## src/rtl/mux_arb_pkg.sv

```systemverilog
// Shared types and constants for the 4:1 round-robin mux arbiter.
package mux_arb_pkg;

    localparam int NUM_REQ = 4;
    localparam int SEL_W   = 2;

    typedef enum logic {
        IDLE = 1'b0,
        BUSY = 1'b1
    } state_t;

    function automatic logic [NUM_REQ-1:0] idx_to_onehot(input logic [SEL_W-1:0] idx);
        logic [NUM_REQ-1:0] oh;
        oh      = '0;
        oh[idx] = 1'b1;
        return oh;
    endfunction

endpackage

```

## src/rtl/rr_pick4.sv

```systemverilog
// Combinational round-robin pick: first set request at or after ptr, wrapping 3->0.
module rr_pick4
    import mux_arb_pkg::*;
(
    input  logic [NUM_REQ-1:0] req,
    input  logic [SEL_W-1:0]   ptr,
    output logic               any,
    output logic [SEL_W-1:0]   idx
);

    logic             found;
    logic [SEL_W-1:0] cand;

    always_comb begin
        any   = |req;
        idx   = '0;
        found = 1'b0;
        cand  = '0;
        for (int k = 0; k < NUM_REQ; k++) begin
            cand = ptr + SEL_W'(k);
            if (!found && req[cand]) begin
                idx   = cand;
                found = 1'b1;
            end
        end
    end

endmodule

```

## src/rtl/mux_arb_4x1.sv

```systemverilog
// Four requesters share one registered output word through a round-robin granted 4:1 mux.
// Optional grant timeout after HOLD_MAX accepted words: define MUX_ARB_TIMEOUT_EN.
module mux_arb_4x1
    import mux_arb_pkg::*;
#(
    parameter int N        = 4,
    parameter int HOLD_MAX = 4
) (
    input  logic               clk,
    input  logic               rst_n,
    input  logic [NUM_REQ-1:0] req,
    input  logic [N-1:0]       data_a,
    input  logic [N-1:0]       data_b,
    input  logic [N-1:0]       data_c,
    input  logic [N-1:0]       data_d,
    output logic [NUM_REQ-1:0] ack,
    output logic [NUM_REQ-1:0] gnt,
    output logic [SEL_W-1:0]   sel,
    output logic               y_valid,
    input  logic               y_ready,
    output logic [N-1:0]       y_data
);

    if (HOLD_MAX < 1) begin : g_bad_hold_max
        $error("mux_arb_4x1: HOLD_MAX must be at least 1");
    end

    state_t             state_q, state_d;
    logic [NUM_REQ-1:0] gnt_q, gnt_d;
    logic [SEL_W-1:0]   sel_q, sel_d;
    logic [SEL_W-1:0]   rr_ptr_q, rr_ptr_d;
    logic               y_valid_q, y_valid_d;
    logic [N-1:0]       y_data_q, y_data_d;

    logic               pick_any;
    logic [SEL_W-1:0]   pick_idx;
    logic               load;
    logic               ack_sel;
    logic               hold_expired;
    logic               release_now;
    logic [N-1:0]       mux_word;

    rr_pick4 u_pick (
        .req (req),
        .ptr (rr_ptr_q),
        .any (pick_any),
        .idx (pick_idx)
    );

    always_comb begin
        case (sel_q)
            2'd0:    mux_word = data_a;
            2'd1:    mux_word = data_b;
            2'd2:    mux_word = data_c;
            default: mux_word = data_d;
        endcase
    end

    // The owner's word is consumed only when the output register can take it.
    assign load    = !y_valid_q || y_ready;
    assign ack_sel = (state_q == BUSY) && req[sel_q] && load;
    assign ack     = ack_sel ? idx_to_onehot(sel_q) : '0;

`ifdef MUX_ARB_TIMEOUT_EN
    localparam int HC_W = $clog2(HOLD_MAX + 1);

    logic [HC_W-1:0] hold_cnt_q, hold_cnt_d;

    // The HOLD_MAX-th ack is still consumed; the grant ends on that same edge.
    assign hold_expired = ack_sel && (hold_cnt_q == HC_W'(HOLD_MAX - 1));

    always_comb begin
        hold_cnt_d = hold_cnt_q;
        if (release_now) begin
            hold_cnt_d = '0;
        end else if (ack_sel) begin
            hold_cnt_d = hold_cnt_q + HC_W'(1);
        end
    end

    always_ff @(posedge clk or negedge rst_n) begin
        if (!rst_n) begin
            hold_cnt_q <= '0;
        end else begin
            hold_cnt_q <= hold_cnt_d;
        end
    end
`else
    assign hold_expired = 1'b0;
`endif

    assign release_now = (state_q == BUSY) && (!req[sel_q] || hold_expired);

    always_comb begin
        state_d  = state_q;
        gnt_d    = gnt_q;
        sel_d    = sel_q;
        rr_ptr_d = rr_ptr_q;
        case (state_q)
            IDLE: begin
                if (pick_any) begin
                    state_d = BUSY;
                    gnt_d   = idx_to_onehot(pick_idx);
                    sel_d   = pick_idx;
                end
            end
            BUSY: begin
                if (release_now) begin
                    state_d  = IDLE;
                    gnt_d    = '0;
                    sel_d    = '0;
                    rr_ptr_d = sel_q + SEL_W'(1);
                end
            end
        endcase
    end

    // Output register runs independently of the grant FSM.
    always_comb begin
        y_valid_d = y_valid_q;
        y_data_d  = y_data_q;
        if (ack_sel) begin
            y_valid_d = 1'b1;
            y_data_d  = mux_word;
        end else if (y_ready) begin
            y_valid_d = 1'b0;
        end
    end

    always_ff @(posedge clk or negedge rst_n) begin
        if (!rst_n) begin
            state_q   <= IDLE;
            gnt_q     <= '0;
            sel_q     <= '0;
            rr_ptr_q  <= '0;
            y_valid_q <= 1'b0;
            y_data_q  <= '0;
        end else begin
            state_q   <= state_d;
            gnt_q     <= gnt_d;
            sel_q     <= sel_d;
            rr_ptr_q  <= rr_ptr_d;
            y_valid_q <= y_valid_d;
            y_data_q  <= y_data_d;
        end
    end

    assign gnt     = gnt_q;
    assign sel     = sel_q;
    assign y_valid = y_valid_q;
    assign y_data  = y_data_q;

endmodule

```

## config.mk

```make
export PLATFORM = sky130hd
export DESIGN_NAME = mux_arb_4x1
export DESIGN_NICKNAME = d
export VERILOG_FILES = /design/src/rtl/mux_arb_pkg.sv /design/src/rtl/rr_pick4.sv /design/src/rtl/mux_arb_4x1.sv
export SDC_FILE = /design/constraint.sdc
export NUM_CORES = 1
export LEC_CHECK = 0
export BUFFER_PORTS_ARGS = -buffer_cell sky130_fd_sc_hd__clkbuf_2
export CAP_MARGIN = 20
export CORE_AREA = 2 2 57 59
export CTS_CLUSTER_DIAMETER = 60
export DETAILED_ROUTE_END_ITERATION = 10
export DIE_AREA = 0 0 59 61
export PLACE_DENSITY_LB_ADDON = 0.05
export SLEW_MARGIN = 10
export SYNTH_ARGS = -nofsm -noshare
export SYNTH_HDL_FRONTEND = slang
export SYNTH_SLANG_ARGS = --single-unit
```

## constraint.sdc

```tcl
create_clock -name clk -period 3.5 [get_ports clk]
set_input_delay 0 -clock clk [delete_from_list [all_inputs] [get_ports clk]]
set_output_delay 0 -clock clk [all_outputs]
set_load 0.05 [all_outputs]
```

## Yosys cells after proc, flatten, opt, wreduce, memory -nomap -nowiden

Index checks and enable logic that the tools add are counted.

| storage, ports and cells | value |
|---|---|
| logic and storage cells | 76 |
| register bits | 14 |
| input bits | 23 |

| operators by class | value |
|---|---|
| equal/unequal tests | 4 |
| add/sub/neg operators | 4 |
| reductions and logical operators | 19 |
| magnitude comparators | 8 |
| bitwise operators | 1 |
| multiplexer cells | 34 |

Operator list:

| kind | count |
|---|---|
| 2-bit by 3-bit < comparator with 1-bit output, second input constant | 6 |
| 1-bit 2-to-1 mux | 14 |
| 2-bit 2-to-1 mux | 6 |
| 4-bit 2-to-1 mux | 3 |
| 4-bit one-hot mux with 3 select lines | 1 |
| 1-bit binary-select mux with 2-bit select | 5 |
| 1-bit logical AND | 8 |
| 4-bit one-hot mux with 2 select lines | 1 |
| 1-bit zero test | 5 |
| 2-bit by 1-bit adder with 2-bit output, second input constant | 2 |
| 2-bit adder, second input constant | 2 |
| 1-bit demux with 2-bit select | 2 |
| 2-bit by 1-bit greater-or-equal comparator with 1-bit output, second input constant | 2 |
| 2-bit one-hot mux with 2 select lines | 1 |
| 2-bit AND reduction | 2 |
| 4-bit OR reduction | 1 |
| 2-bit by 1-bit == test with 1-bit output, second input constant | 1 |
| 2-bit == test, second input constant | 1 |
| 2-bit zero test | 1 |
| 2-bit by 1-bit != test with 1-bit output, second input constant | 1 |
| 2-bit != test, second input constant | 1 |
| 1-bit one-hot mux with 2 select lines | 1 |
| 2-bit nonzero test | 1 |
| 1-bit logical OR | 1 |
| 1-bit inverter | 1 |

## Depth between registers and ports, before layout

| depth | value |
|---|---|
| depth in word-level cells | 18 |
| gate-level depth with buffers | 5 |

## Modules after synthesis

From an unflattened synthesis, not the netlist that was laid out.

| unflattened totals | value |
|---|---|
| cells, all modules | 90 |
| area, all modules | 917.1 µm² |

By module, submodules not included:

| module | times used | area each (µm²) | cells an instance |
|---|---|---|---|
| mux_arb_4x1 | 1 | 839.6 | 75 |
| rr_pick4 | 1 | 77.6 | 15 |

## Worst setup path after synthesis

OpenSTA, ideal clock, no wires.

| timing path | value |
|---|---|
| path type | register to register |
| start | register sel_q[0], in the netlist sel[0] |
| end | register sel_q[0], in the netlist sel[0] |
| cell stages (with the launch flop) | 5 |
| path buffers | 0 |
| arrival time | 1833 ps |
| slack | 1546 ps |
| data required time | 3379 ps |
| setup time | 121 ps |
| clock period less this slack | 1954 ps |
| path through | dfrtp_1 -> mux4_2 -> nand2b_4 -> nor2b_4 -> a22o_1 |

| between the ends | value |
|---|---|
| word-level cells in the longest chain between the ends | 6 |

Ends and longest elaborated chain:

| what | line | RTL |
|---|---|---|
| from (decl) | mux_arb_4x1.sv:30 | `logic [SEL_W-1:0] sel_q, sel_d;` |
| from (signal assigned) | mux_arb_4x1.sv:141 | `sel_q <= sel_d;` |
| 1-bit binary-select mux with 2-bit select | mux_arb_4x1.sv:92 | `assign release_now = (state_q == BUSY) && (!req[sel_q] \|\| hold_expired);` |
| 1-bit 2-to-1 mux (implied by the code) | mux_arb_4x1.sv:92 |  |
| 1-bit zero test | mux_arb_4x1.sv:92 |  |
| 1-bit logical AND | mux_arb_4x1.sv:92 |  |
| 2-bit by 1-bit != test with 1-bit output (no source line) | -- |  |
| 2-bit AND reduction (no source line) | -- |  |

Every way passes these cells. The select of a mux whose other input is x is not followed.
A chain may end at the register's enable or synchronous reset.

## Worst setup path in the final report

| timing path | value |
|---|---|
| start | register sel_q[0], in the netlist sel[0] |
| end | output port ack[1] |

| between the ends | value |
|---|---|
| word-level cells in the longest chain between the ends | 5 |

Ends and longest elaborated chain:

| what | line | RTL |
|---|---|---|
| 2-bit by 3-bit < comparator with 1-bit output (implied by the code) (tied with other cells) | mux_arb_pkg.sv:15 | `oh[idx] = 1'b1;` |
| 1-bit logical AND (implied by the code) or 1-bit 2-to-1 mux (tied branches) | mux_arb_pkg.sv:15, mux_arb_4x1.sv:61 |  |
| 1-bit 2-to-1 mux (implied by the code) or 1-bit logical AND (tied branches) | mux_arb_pkg.sv:15, mux_arb_4x1.sv:61 |  |
| 1-bit demux with 2-bit select or 1-bit logical AND (tied branches) | mux_arb_pkg.sv:15, mux_arb_4x1.sv:61 |  |
| 4-bit 2-to-1 mux * | mux_arb_4x1.sv:62 | `assign ack = ack_sel ? idx_to_onehot(sel_q) : '0;` |
| to (decl) | mux_arb_4x1.sv:16 | `output logic [NUM_REQ-1:0] ack,` |

Every way passes the cells marked *; elsewhere a longest branch is shown, timed or not. The select of a mux whose other input is x is not followed.

==> out/results.ini <==
[finish]
final_cells=148
final_core_util_pct=36.9
num_antenna_cells=0
drive_gt1_share_pct=43.5
layout.nets=145
syn_to_final_growth_pct=32.7

[clock_network]
clkSinkCount=14
clkSlewWorstSetupHoldPaths_ns=0.08
clock_latency_ns=0.27
numCtsBuffers=3
cts_setup_buffers=0
h-tree-depth=1
cts_tree=done
cts-root-buf=clkbuf_4
cts.path.max_buffers=2

[floorplanning]
die_h_um=61
coreArea_um2=2950
rows=20
io_pins=38
die_w_um=59
initial_core_util_pct=27.8
die_area_um2=3600

[flow_run]
maxCapViolCount=0

[sta]
hold_ws_ns=0.0614
setup_viol=0
fin_crit_ns=1.96
hold_viol_final=0
finalCritPeriodShare_pct=55.9
slew_headroom_pct=63.0
rsz0062_at_grt=false
max_freq_ghz=0.511
tns_ns=0
fin_ws_ns=1.54
worst_clock_skew_ns=0.00506
tightest_slew_ns=0.553
drv_slew=0

[synthesis]
synthTopCellsByArea=dfrtp_1, ha_1, mux2_2
synth.net_count=101
async_flop_share_pct=100
syn-cell-area_um2=822
post-synth-top-count-cell=dfrtp_1
yosys_warnings=0
synth_top_area_share_pct=42.6
synth_area_leader_cell=dfrtp_1
synth_edf_count=0
syn_avg_cell_area_um2=11.3
synth_ff_type=dfrtp_1
synth_seq_cells=14
synth_cell_types=24
synth_common_cells=dfrtp_1, nand2_1, o21ai_0, ha_1, mux2_2
syn_inst=73
ys_seq_area_share_pct=42.6

[placed_design]
dp_cells=143
place_ws_ns=1.77
dp.final_hpwl_mm=1.52
port_buffers=37
gp_congestion=0.732

[power_and_ir_drop]
p_comb_share_pct=61.4
seq_power_share_pct=30.2
ir_drop_mv=0.463
p_sw_uw=538
power_density_nw_per_um2=949
p_int_uw=497
clockPowerShare_pct=8.4
leakagePower_nw=0.548
switching_share_pct=52.0

[detailed_routing]
via_per_inst=5.02
drt_iter0_markers=26
ant_nets=0
drc=0
vias=743
drt-pass1-iter-count=4
routed_wl_mm=1.94
wire_per_inst_um=13.1

[worst_setup_path]
cp_top_family=multiplexers
cp_slowest_stage_delay_ns=0.55
critPathMaxFanout=8
worst-path-buf-inv=1
r2r_start=sel[0]
r2r_end=sel[1]
crit_required_ns=3.50
cp_slowest_cell=mux4_2
startpoint_type=register
r2r_setup_slack_ns=1.78
cp-end-kind=output pin
path_class=reg2out
path_cells=mux4_2, nand2_1, a21oi_4, and2_1, clkbuf_2
worstPathArrival_ns=1.96
worst_r2r_path_depth=4

[global_route]
grt_overflow=0
grt_max_degree=15
grt_pass1_wl_mm=3.38
grt_pass1_vias=770
antenna_found_initial=0
grt_usage_pct=12.7

[worst_hold_path]
min_to=y_data[0]
holdPathStages=4
worstHoldPathType=in2reg
min_from=data_d[0]

[status]
status=finished, final reports clean

## cell families (layout without fill, tap and decap cells)
group / Yosys count / after routing / share of synthesized area [%]
mux: 6 / 6 / 9.59
flops: 14 / 14 / 42.6
simple gates: 18 / 18 / 13.1
buf+inv: 4 / 46 / 1.83
compound gates: 26 / 26 / 25.3
fa+ha+maj: 5 / 5 / 7.61
## stage by stage
step                total power [mW]  area (µm²)
detailed placement             0.962        1050
finish                          1.04        1090
floorplan                      0.803         822
global placement               0.961        1050
global route                    1.12        1090
CTS                             1.06        1090
## cell type report
| class | count | area, µm² |
|---|---|---|
| Clock buffer | 3 | 22.5 |
| Fill cell | 320 | 1860 |
| Inverter | 4 | 15.0 |
| Multi-Input combinational cell | 55 | 457 |
| Sequential cell | 14 | 350 |
| Tap cell | 33 | 41.3 |
| Timing Repair Buffer | 39 | 205 |
## cells in the final DEF (no fill, tap or decap), drive strengths merged, types with 2 or more instances in the layout
cell and count:
a21boi 2, a222oi 4, a22o 2, a32o 4, and2 4, clkbuf 40
dfrtp 14, dlygate4sd3 2, ha 5, inv 4, mux2 5, nand2 7
nand2b 3, nor2b 2, o21ai 7, o22ai 2
## power by group through the flow
stage               sequential (mW)  combinational [mW]  clock [mW]
floorplan                     0.495               0.309           0
global placement              0.315               0.646           0
detailed placement            0.317               0.645           0
CTS                           0.315               0.646      0.0940
global route                  0.330               0.692       0.103
finish                        0.312               0.636      0.0874
## state kept, by name, indices dropped and copies added (netlist names)
signal	count
gnt	4
y_data	4
rr_ptr_q	2
sel	2
state_q	1
y_valid	1
## per-layer routing
metal  wire (µm)  track usage [%]  vias up
li1            -                -      367
met1         890             15.0      356
met2         937             22.1       20
met3         114             4.90        0
met4           0             2.92        0
met5           0                0        -
## worst max-delay path by stage
stage | cells after the start | endpoint | startpoint | slack (ns)
final | 5 | ack[1] | sel[0] | 1.54
after global placement | 4 | sel[0] | sel[0] | 1.80
after global routing | 5 | ack[3] | sel[0] | 1.37
after detailed placement | 4 | sel[1] | sel[0] | 1.77
after CTS | 5 | ack[3] | sel[0] | 1.51
after floorplan | 4 | sel[0] | sel[0] | 1.55
## repair_timing
| action | in CTS | in global routing |
|---|---|---|
| resized for setup | 0 | 0 |
| hold buffers | 2 | 0 |
| endpoints found under the hold margin | 15 | 0 |
## tightest hold or removal path: cells and delay by family
kind            cells  cell delay (ns)
compound gates      1             0.05
buf+inv             1             0.08
mux                 1             0.14
simple gates        1             0.04
Power figures use the tool's default switching activity.
